**src/rtl/dht11.sv**
```systemverilog
// dht11 -- passive receiver for the DHT11 single-wire sensor protocol.
//
// Watches the sensor data line and measures each high pulse in clock cycles.
// From those widths it recognises the sensor response preamble and then
// decodes a 40-bit frame, MSB first. If the checksum byte matches the low
// byte of the sum of the other four bytes, the frame is latched on data.
// The line is never driven from here.
//
// Ports:
//   clk         system clock, nominally 100 kHz
//   rst         synchronous active-high reset
//   dht11_data  sensor data line (asynchronous, idle high)
//   data        last good frame: {hum_int, hum_dec, temp_int, temp_dec, checksum}
module dht11 #(
  parameter int THRESH_CYCLES  = 5,
  parameter int RESP_HIGH_MIN  = 6,
  parameter int TIMEOUT_CYCLES = 20,
  parameter int CNT_W          = 8
) (
  input  logic        clk,
  input  logic        rst,
  input  logic        dht11_data,
  output logic [39:0] data
);

  typedef enum logic [2:0] {
    IDLE,
    SYNC_LOW,
    SYNC_HIGH,
    BIT_LOW,
    BIT_HIGH,
    CHECK
  } state_t;

  localparam logic [CNT_W:0]   THRESH_LEN  = (CNT_W+1)'(THRESH_CYCLES);
  localparam logic [CNT_W:0]   RESP_LEN    = (CNT_W+1)'(RESP_HIGH_MIN);
  localparam logic [CNT_W-1:0] TIMEOUT_CNT = CNT_W'(TIMEOUT_CYCLES);

  state_t           state, state_n;
  logic             sync_p0, s, s_d;
  logic [CNT_W-1:0] cnt;
  logic [5:0]       bit_cnt;
  logic [39:0]      shreg;
  logic             fall, rise, timeout;
  logic             shift_en, clr_bits, load;

  // The counter is cleared in the clock after an edge is seen, so at the
  // terminating edge it holds (pulse width - 1). Compare on the full width.
  function automatic logic width_at_least(input logic [CNT_W-1:0] c,
                                          input logic [CNT_W:0]   min_len);
    logic [CNT_W:0] len;
    len = {1'b0, c} + {{CNT_W{1'b0}}, 1'b1};
    return len >= min_len;
  endfunction

  function automatic logic checksum_ok(input logic [39:0] f);
    logic [7:0] sum;
    sum = f[39:32] + f[31:24] + f[23:16] + f[15:8];
    return sum == f[7:0];
  endfunction

  assign fall    = s_d & ~s;
  assign rise    = ~s_d & s;
  assign timeout = (cnt >= TIMEOUT_CNT);

  always_ff @(posedge clk) begin
    if (rst) state <= IDLE;
    else     state <= state_n;
  end

  always_comb begin
    state_n  = state;
    shift_en = 1'b0;
    clr_bits = 1'b0;
    load     = 1'b0;
    case (state)
      IDLE:      if (fall) state_n = SYNC_LOW;
      // No timeout here: the host start low lasts 18 ms or more.
      SYNC_LOW:  if (rise) state_n = SYNC_HIGH;
      SYNC_HIGH: begin
        if (fall) begin
          // A short high is the host releasing the line; keep waiting for
          // the sensor's long response high.
          if (width_at_least(cnt, RESP_LEN)) begin
            state_n  = BIT_LOW;
            clr_bits = 1'b1;
          end else begin
            state_n = SYNC_LOW;
          end
        end else if (timeout) begin
          state_n = IDLE;
        end
      end
      BIT_LOW: begin
        if (rise)         state_n = BIT_HIGH;
        else if (timeout) state_n = IDLE;
      end
      BIT_HIGH: begin
        if (fall) begin
          shift_en = 1'b1;
          state_n  = (bit_cnt == 6'd39) ? CHECK : BIT_LOW;
        end else if (timeout) begin
          state_n = IDLE;
        end
      end
      CHECK: begin
        load    = checksum_ok(shreg);
        state_n = IDLE;
      end
      default: state_n = IDLE;
    endcase
  end

  always_ff @(posedge clk) begin
    if (rst) begin
      sync_p0 <= 1'b1;
      s       <= 1'b1;
      s_d     <= 1'b1;
      cnt     <= '0;
      bit_cnt <= '0;
      shreg   <= '0;
      data    <= '0;
    end else begin
      // Stage p0: first synchronizer flop; s: second flop; s_d: edge reference
      sync_p0 <= dht11_data;
      s       <= sync_p0;
      s_d     <= s;

      if (fall || rise)   cnt <= '0;
      else if (cnt != '1) cnt <= cnt + 1'b1;

      if (clr_bits) bit_cnt <= '0;
      if (shift_en) begin
        shreg   <= {shreg[38:0], width_at_least(cnt, THRESH_LEN)};
        bit_cnt <= bit_cnt + 6'd1;
      end

      if (load) data <= shreg;
    end
  end

endmodule

```
**config.mk**
```make
export PLATFORM = sky130hd
export DESIGN_NAME = dht11
export DESIGN_NICKNAME = d
export VERILOG_FILES = /design/src/rtl/dht11.sv
export SDC_FILE = /design/constraint.sdc
export NUM_CORES = 1
export LEC_CHECK = 0
export BUFFER_PORTS_ARGS = -buffer_cell sky130_fd_sc_hd__clkbuf_2
export CAP_MARGIN = 40
export CELL_PAD_IN_SITES_DETAIL_PLACEMENT = 0
export CELL_PAD_IN_SITES_GLOBAL_PLACEMENT = 1
export CORE_MARGIN = 2
export CORE_UTILIZATION = 49
export DETAILED_ROUTE_END_ITERATION = 8
export HOLD_SLACK_MARGIN = 0.15
export PLACE_DENSITY_LB_ADDON = 0.15
export SLEW_MARGIN = 25
export SYNTH_ARGS = -nofsm -noshare
export SYNTH_HDL_FRONTEND = slang
export SYNTH_SLANG_ARGS = --single-unit
```
**constraint.sdc**
```tcl
create_clock -name clk -period 8.45 [get_ports clk]
set_clock_uncertainty 0.1 [all_clocks]
set_input_delay 0.845 -clock clk [delete_from_list [all_inputs] [get_ports clk]]
set_output_delay 0.845 -clock clk [all_outputs]
set_load 0.01 [all_outputs]
```
==> impl_metrics.json, run 1 <==
{
  "final-max-slew-violation-count": 0,
  "cp-start-kind": "flop",
  "use_met3_pct": 3.76,
  "netlist_area_sq_um": 4890,
  "slew_headroom_pct": 63.9,
  "vias_per_cell": 5.03,
  "post-place-ws_ps": 4160,
  "drive_above_1_share_pct": 12.6,
  "fp.dieH_microns": 104,
  "core_sq_um": 9730,
  "io_buffers": 42,
  "wl_per_cell_microns": 13.2,
  "gp_congestion": 0.819,
  "cts_resized": 0,
  "grt_pass1_vias": 3388,
  "place_hpwl_microns": 6500,
  "ant_nets": 0,
  "met1_usage_pct": 25.3,
  "ys_seq_elements": 100,
  "yosysTopAreaCell": "dfxtp_1",
  "first_pass_iters": 4,
  "layout_commonest_cell": "dfxtp_1",
  "rows": 36,
  "fin_crit_sh_pct": 45.6,
  "grt_pass1_wl_microns": 16000,
  "area_delta_synth_final_pct": 11.9,
  "cts_made_buffers": 9,
  "multi_input_comb_area_sq_um": 2690,
  "mostFrequentLayoutCells": "100 x dfxtp_1, 87 x nand2_1, 84 x nand2b_1",
  "synth_edf_count": 0,
  "cts_setup_buffers": 0,
  "yosysSeqAreaShare_pct": 40.9,
  "antenna_found_initial": 0,
  "finalWirelength_microns": 9290,
  "grt_max_degree": 81,
  "syn-instance-count": 540,
  "synth_ff_type": "dfxtp_1",
  "timing.fmax_ghz": 0.259,
  "stdcell_count": 704,
  "syn_nets": 570,
  "h-tree-depth": 3,
  "clock_latency_ps": 370,
  "seqCellArea_sq_um": 2000,
  "hold_path_class": "reg2reg",
  "synth_top_area_share_pct": 40.9,
  "p_per_area_nw_per_um2": 158,
  "fin_area_sq_um": 5480,
  "worstPathArrival_ps": 4010,
  "die_w_microns": 104,
  "status": "finished clean",
  "post-route-min-period_ps": 3860,
  "initialDrtViolationCount": 121,
  "setup_viol": 0,
  "vias": 3543,
  "worstPathMaxFanout": 22,
  "hold_violations": 0,
  "initial_core_util_pct": 50.3,
  "critPathRequiredTime_ps": 8600,
  "clk_pin_slew_ps": 100,
  "tns_ps": 0,
  "use_met2_pct": 27.5,
  "place_inst": 687,
  "place_area_sq_um": 5210,
  "power_leakage_nw": 2.32,
  "synthDistinctLibCells": 46,
  "num_io_pins": 43,
  "grt.busiest_layer": "met2",
  "diodes": 0,
  "grt.total_usage_pct": 17.8,
  "ir_worst_vdd_v": 0.0000978,
  "clock_sinks": 100,
  "die_area_sq_um": 10800,
  "drv_cap": 0,
  "finalNetCount": 596,
  "tightest_slew_ps": 540,
  "drc": 0,
  "async_flop_share_pct": 0,
  "rsz0062_at_grt": "no",
  "cts_tree": "done",
  "path_class": "reg2reg",
  "ys.warnings.count": 0,
  "grt_overflow": 0,
  "worst_slack_ps": 4590,
  "syn_avg_cell_area_sq_um": 9.06,
  "n_fill_cell": 912,
  "holdBufCountCts": 0,
  "cts_buffer_depth": 2,
  "root_buffer": "clkbuf_8",
  "synth_area_leaders": "dfxtp_1 41%, nand2b_1 11%, mux2i_1 8.2%",
  "endpoint_kind": "flop"
}
## registers in the layout, indices dropped and copies added (netlist names)
name,count
bit_cnt,6
cnt,8
data,40
s,1
s_d,1
shreg,40
state,3
sync_p0,1
## routing by layer
metal	up-vias	part of all wire [%]	wire length [microns]
li1	1825	-	-
met1	1666	51	4710
met2	42	45	4190
met3	10	2.9	268
met4	0	1.2	114
met5	-	0	0
## worst max-delay path, cell delays in order, from the launching register on
cell and delay [ps]:
dfxtp_1 350, fa_1 540, inv_1 50, fa_1 490, inv_1 40, ha_1 220
fa_1 500, xnor2_1 130, nand4_1 110, nor4_1 460, o2111ai_4 260, buf_4 320
mux2i_1 160
## path summary, 6_finish.rpt
path                            cells past startpoint  slack, ps      from      end
worst max-delay path                               12       4590  shreg[9]  data[5]
worst min-delay path                                1        320   sync_p0        s
worst max register to register                     12       4590  shreg[9]  data[5]
worst min register to register                      1        320   sync_p0        s
## area by class of cell
type	instances	share of cell area [%]
repair buffers	48	5.76
clock buffers	10	2.33
clock inverters	6	2.03
inverters	17	1.16
well taps	133	3.04
multi-input cells	390	49.1
flip-flops and latches	100	36.5
## power by group
part	internal (mW)	switching, mW
logic	0.0138	0.0153
registers	0.474	0.00391
clock network	0.197	0.163
## cell families after synthesis
logic type	count (synthesis)	share of synthesized area, %
AOI/OAI and AO/OA	77	9.36
xor gates and xnor gates	22	4.50
adders and majority gates	27	9.05
buffers and inverters	50	4.50
DFF	100	40.9
muxes	41	8.41
and+or+nand+nor	223	23.3
## synth_stat cells, types with 6 or more instances
master,number
fa_1,14
xnor2_1,12
nand2b_1,84
nor2_1,14
inv_1,17
and3_1,6
clkbuf_1,23
dfxtp_1,100
nand3_1,10
xor2_1,8
mux2i_1,40
a21oi_1,54
nand2_1,87
ha_1,13
nor3_1,6
## metrics by stage
stage	power [mW]	util, %	hold WS [ps]
5_1_grt	0.899	56.3	347
3_3_place_gp	0.516	53.0	304
6_report	0.867	56.3	324
4_1_cts	0.878	56.0	329
3_5_place_dp	0.518	53.6	305
2_1_floorplan	0.511	-	289
Note: power is estimated with default switching activity, not from simulation.
==> run 2, diff against run 1 <==
--- a/config.mk
+++ b/config.mk
@@ -10,7 +10,7 @@
 export CELL_PAD_IN_SITES_DETAIL_PLACEMENT = 0
 export CELL_PAD_IN_SITES_GLOBAL_PLACEMENT = 1
 export CORE_MARGIN = 2
-export CORE_UTILIZATION = 49
+export CORE_UTILIZATION = 46
 export DETAILED_ROUTE_END_ITERATION = 8
 export HOLD_SLACK_MARGIN = 0.15
 export PLACE_DENSITY_LB_ADDON = 0.15
==> constraint.sdc (replaced) <==
create_clock -name clk -period 3.7 [get_ports clk]
set_clock_uncertainty 0.1 [all_clocks]
set_input_delay 0.37 -clock clk [delete_from_list [all_inputs] [get_ports clk]]
set_output_delay 0.37 -clock clk [all_outputs]
set_load 0.01 [all_outputs]
==> impl_metrics.json, run 2 (same netlist as run 1, synthesis figures left out) <==
{
  "num_io_pins": 43,
  "multi_input_comb_area_sq_um": 2710,
  "grt_pass1_vias": 3341,
  "diodes": 0,
  "worstReg2RegEnd": "data[15]",
  "n_fill_cell": 923,
  "core_sq_um": 10300,
  "hold_path_class": "reg2reg",
  "cts_tree": "done",
  "power_leakage_nw": 2.41,
  "drv_cap": 0,
  "setup_viol": 0,
  "finalNetCount": 612,
  "p_comb_share_pct": 3.5,
  "vias_per_cell": 4.93,
  "initial_core_util_pct": 47.4,
  "cp-start-kind": "flop",
  "grt.total_usage_pct": 17.9,
  "seqCellArea_sq_um": 2000,
  "cts_buffer_depth": 2,
  "clock_sinks": 100,
  "ant_nets": 0,
  "worstRegToRegCells": 14,
  "first_pass_iters": 4,
  "clock_latency_ps": 370,
  "antenna_found_initial": 0,
  "drc": 0,
  "mostFrequentLayoutCells": "99 x dfxtp_1, 87 x nand2_1, 84 x nand2b_1",
  "area_delta_synth_final_pct": 15.2,
  "ir_worst_vdd_v": 0.000155,
  "timing.fmax_ghz": 0.281,
  "top_regs": "data: 40 flops, shreg: 40 flops, cnt: 8 flops",
  "wl_per_cell_microns": 14.1,
  "gp_congestion": 0.831,
  "worstPathMaxFanout": 5,
  "vias": 3568,
  "status": "finished clean",
  "slew_headroom_pct": 66.8,
  "finalWirelength_microns": 10200,
  "cts_made_buffers": 9,
  "min_to": "s",
  "grt_max_degree": 71,
  "seqPwrFrac_pct": 58.1,
  "layout_commonest_cell": "dfxtp_1",
  "sw_frac_of_total_pct": 22.9,
  "post-route-min-period_ps": 3560,
  "endpoint_kind": "flop",
  "die_w_microns": 107,
  "power.switching_uw": 430,
  "hold_path_depth": 1,
  "p_clk_share_pct": 38.4,
  "fin_area_sq_um": 5640,
  "grt_overflow": 0,
  "root_buffer": "clkbuf_8",
  "critPathRequiredTime_ps": 3870,
  "drive_above_1_share_pct": 15.7,
  "path_class": "reg2reg",
  "fp.dieH_microns": 107,
  "min_from": "sync_p0",
  "p_per_area_nw_per_um2": 333,
  "die_area_sq_um": 11500,
  "tightest_slew_ps": 499,
  "timing.rr.start": "shreg[9]",
  "h-tree-depth": 3,
  "r2r_setup_slack_ps": 140,
  "fin_hold_ws_ps": 314,
  "place_hpwl_microns": 6760,
  "hold_violations": 0,
  "io_buffers": 42,
  "intPower_mw": 1.45,
  "initialDrtViolationCount": 124,
  "worstPathArrival_ps": 3730,
  "rows": 37,
  "grt_pass1_wl_microns": 16400,
  "place_area_sq_um": 5270,
  "clk_pin_slew_ps": 100,
  "fin_crit_sh_pct": 96.2,
  "final-max-slew-violation-count": 0
}
run 2: per-layer routing:
layer  track usage [%]  wire length, microns  up-vias
li1                  -                     -     1866
met4              6.68                   137        0
met3              2.74                   349       10
met5                 0                     0        -
met1              25.8                  5200     1644
met2              27.0                  4500       48
run 2: worst max-delay path, stage by stage (launching register included):
cell	delay, ps
dfxtp_2	340
fa_1	520
inv_1	50
fa_1	500
inv_1	50
ha_2	190
fa_2	370
xnor2_2	150
xnor2_1	130
nor4_2	270
buf_4	160
o2111ai_4	140
buf_12	190
buf_12	140
mux2i_2	140
run 2: worst max path at each step:
stage	slack (ps)	endpoint	start	cells past startpoint
6_report	140	data[15]	shreg[9]	14
5_1_grt	-20	data[24]	shreg[9]	14
4_1_cts	140	data[15]	shreg[9]	13
3_5_place_dp	150	data[28]	shreg[9]	13
3_3_place_gp	230	data[18]	shreg[9]	13
2_1_floorplan	200	data[0]	shreg[9]	12
run 2: final cells by class:
class	instances	area share, %
Multi-Input combinational cell	390	48.0
Clock buffer	11	2.51
Tap cell	136	3.02
Sequential cell	100	35.5
Timing Repair Buffer	64	8.72
Clock inverter	5	1.07
Inverter	17	1.13
run 2: timing repair:
item                       CTS  global route
setup endpoints to repair    0            40
buffers inserted             0             2
hold buffers                 1             0
resized for setup            0             6
hold endpoints to repair     1             0
run 2: power by group through the flow:
stage               logic [mW]  registers (mW)  clock network (mW)
floorplan               0.0555            1.11                   0
global placement        0.0652            1.12                   0
detailed placement      0.0660            1.12                   0
CTS                     0.0672            1.09               0.743
global route            0.0746            1.09               0.784
finish                  0.0663            1.09               0.721
run 2: per-stage QoR:
stage / cells / util (%) / power, mW / setup slack (ps) / TNS (ps)
floorplan: 540 / - / 1.17 / 196 / 0
global placement: 698 / 51.0 / 1.18 / 229 / 0
detailed placement: 698 / 51.0 / 1.18 / 151 / 0
CTS: 715 / 53.1 / 1.90 / 137 / 0
global route: 723 / 54.6 / 1.95 / -23.0 / -219
finish: 723 / 54.6 / 1.88 / 139 / 0
==> run 3, diff against run 2 <==
--- a/config.mk
+++ b/config.mk
@@ -10,11 +10,11 @@
 export CELL_PAD_IN_SITES_DETAIL_PLACEMENT = 0
 export CELL_PAD_IN_SITES_GLOBAL_PLACEMENT = 1
 export CORE_MARGIN = 2
-export CORE_UTILIZATION = 46
+export CORE_UTILIZATION = 47
+export CTS_BUF_LIST = sky130_fd_sc_hd__clkbuf_2 sky130_fd_sc_hd__clkbuf_4 sky130_fd_sc_hd__clkbuf_8
 export DETAILED_ROUTE_END_ITERATION = 8
 export HOLD_SLACK_MARGIN = 0.15
 export PLACE_DENSITY_LB_ADDON = 0.15
-export SLEW_MARGIN = 25
 export SYNTH_ARGS = -nofsm -noshare
 export SYNTH_HDL_FRONTEND = slang
 export SYNTH_SLANG_ARGS = --single-unit
==> impl_metrics.json, run 3 (same netlist as run 1, synthesis figures left out) <==
{
  "worstPathArrival_ps": 3740,
  "power_leakage_nw": 2.40,
  "drive_above_1_share_pct": 14.9,
  "root_buffer": "clkbuf_8",
  "endpoint_kind": "flop",
  "min_to": "bit_cnt[4]",
  "grt_overflow": 0,
  "timing.rr.start": "shreg[9]",
  "antenna_found_initial": 0,
  "initial_core_util_pct": 47.8,
  "drv_cap": 0,
  "wl_per_cell_microns": 14.5,
  "r2r_setup_slack_ps": 110,
  "min_from": "rst",
  "place_hpwl_microns": 6550,
  "clk_pin_slew_ps": 90,
  "vias_per_cell": 5.08,
  "num_io_pins": 43,
  "ant_nets": 0,
  "layout_commonest_cell": "dfxtp_1",
  "slowest_delay_ps": 530,
  "setup_viol": 0,
  "hold_violations": 0,
  "fin_hold_ws_ps": 265,
  "gp_congestion": 0.828,
  "worstRegToRegCells": 14,
  "cts_made_buffers": 9,
  "grt_max_degree": 68,
  "vias": 3658,
  "ir_worst_vdd_v": 0.000181,
  "io_buffers": 42,
  "tightest_slew_ps": 471,
  "slew_headroom_pct": 68.6,
  "finalWirelength_microns": 10400,
  "path_class": "reg2reg",
  "grt_pass1_wl_microns": 16700,
  "cts_buffer_depth": 2,
  "diodes": 0,
  "status": "finished clean",
  "final-max-slew-violation-count": 0,
  "worstReg2RegEnd": "data[39]",
  "critPathRequiredTime_ps": 3850,
  "hold_path_depth": 2,
  "clock_latency_ps": 360,
  "mostFrequentLayoutCells": "100 x dfxtp_1, 87 x nand2_1, 84 x nand2b_1",
  "finalNetCount": 610,
  "core_sq_um": 10200,
  "n_fill_cell": 954,
  "clock_sinks": 100,
  "p_per_area_nw_per_um2": 342,
  "die_w_microns": 106,
  "grt_pass1_vias": 3481,
  "fin_crit_sh_pct": 97.0,
  "multi_input_comb_area_sq_um": 2700,
  "seqCellArea_sq_um": 2000,
  "timing.fmax_ghz": 0.279,
  "h-tree-depth": 3,
  "initialDrtViolationCount": 159,
  "top_regs": "data: 40 flops, shreg: 40 flops, cnt: 8 flops",
  "cp-start-kind": "flop",
  "hold_path_class": "in2reg",
  "post-route-min-period_ps": 3590,
  "rows": 37,
  "crit_slowest_cell": "fa_1",
  "power_mw": 1.93,
  "cts_tree": "done",
  "die_area_sq_um": 11200,
  "fin_area_sq_um": 5630,
  "cp_cell_sequence": "fa_1 > inv_1 > fa_1 > inv_1 > ha_2 > fa_2 > xnor2_1 > nand4_1 > nor4_1 > buf_4 > o2111ai_4 > buf_12 > clkbuf_16 > mux2i_1",
  "worstPathMaxFanout": 5,
  "grt.total_usage_pct": 18.3,
  "drc": 0,
  "place_area_sq_um": 5250,
  "area_delta_synth_final_pct": 15.0,
  "first_pass_iters": 4,
  "fp.dieH_microns": 106
}
==> run 3: final cells by class <==
| class | count | area share (%) |
|---|---|---|
| clock buffer | 10 | 2.33 |
| clock inverter | 5 | 1.51 |
| inverter | 17 | 1.13 |
| multi-input combinational | 390 | 48.0 |
| sequential | 100 | 35.6 |
| tap | 136 | 3.02 |
| timing repair buffer | 62 | 8.47 |
==> run 3: worst max-delay path by stage <==
stage                   from        to  slack [ps]  cells after the start
global placement    shreg[9]  data[21]         150                     13
CTS                 shreg[9]   data[0]         100                     13
detailed placement  shreg[9]  data[28]         130                     13
floorplan           shreg[9]   data[0]         200                     12
global route        shreg[9]  data[13]          -8                     14
finish              shreg[9]  data[39]         110                     14
==> run 3: per-stage QoR <==
stage / std cells / utilization, % / setup TNS [ps] / setup slack, ps
2_1_floorplan: 540 / - / 0 / 196
5_1_grt: 720 / 55.0 / -23.6 / -7.55
4_1_cts: 711 / 53.5 / 0 / 101
3_3_place_gp: 694 / 51.1 / 0 / 147
6_report: 720 / 55.0 / 0 / 110
3_5_place_dp: 695 / 51.3 / 0 / 128
==> run 3: routing by layer <==
layer / global-route usage, % / vias to the layer above / wire length (microns) / share of wire, %
met1: 26.3 / 1748 / 5260 / 50
met5: 0 / - / 0 / 0
met4: 6.20 / 0 / 133 / 1.3
met2: 28.0 / 50 / 4700 / 45
li1: - / 1851 / - / -
met3: 2.82 / 9 / 328 / 3.1
==> run 3: critical path: cells and delay by family, from the launching register on <==
kind,cells,cell delay [ps]
adders and majority gates,4,1760
buffers and inverters,5,610
DFF,1,340
xor gates and xnor gates,1,130
muxes,1,120
AOI/OAI and AO/OA,1,130
and+or+nand+nor,2,290
==> run 3: power by group <==
| group | switching, mW | internal, mW | total, mW |
|---|---|---|---|
| clock network | 0.379 | 0.389 | 0.768 |
| logic | 0.0354 | 0.0328 | 0.0682 |
| registers | 0.00886 | 1.08 | 1.09 |
==> run 3: what timing repair did <==
action                     CTS  global route
gates resized for setup      0             3
hold buffers                 1             0
buffers inserted             0             3
hold endpoints to repair     1             0
setup endpoints to repair    0            40
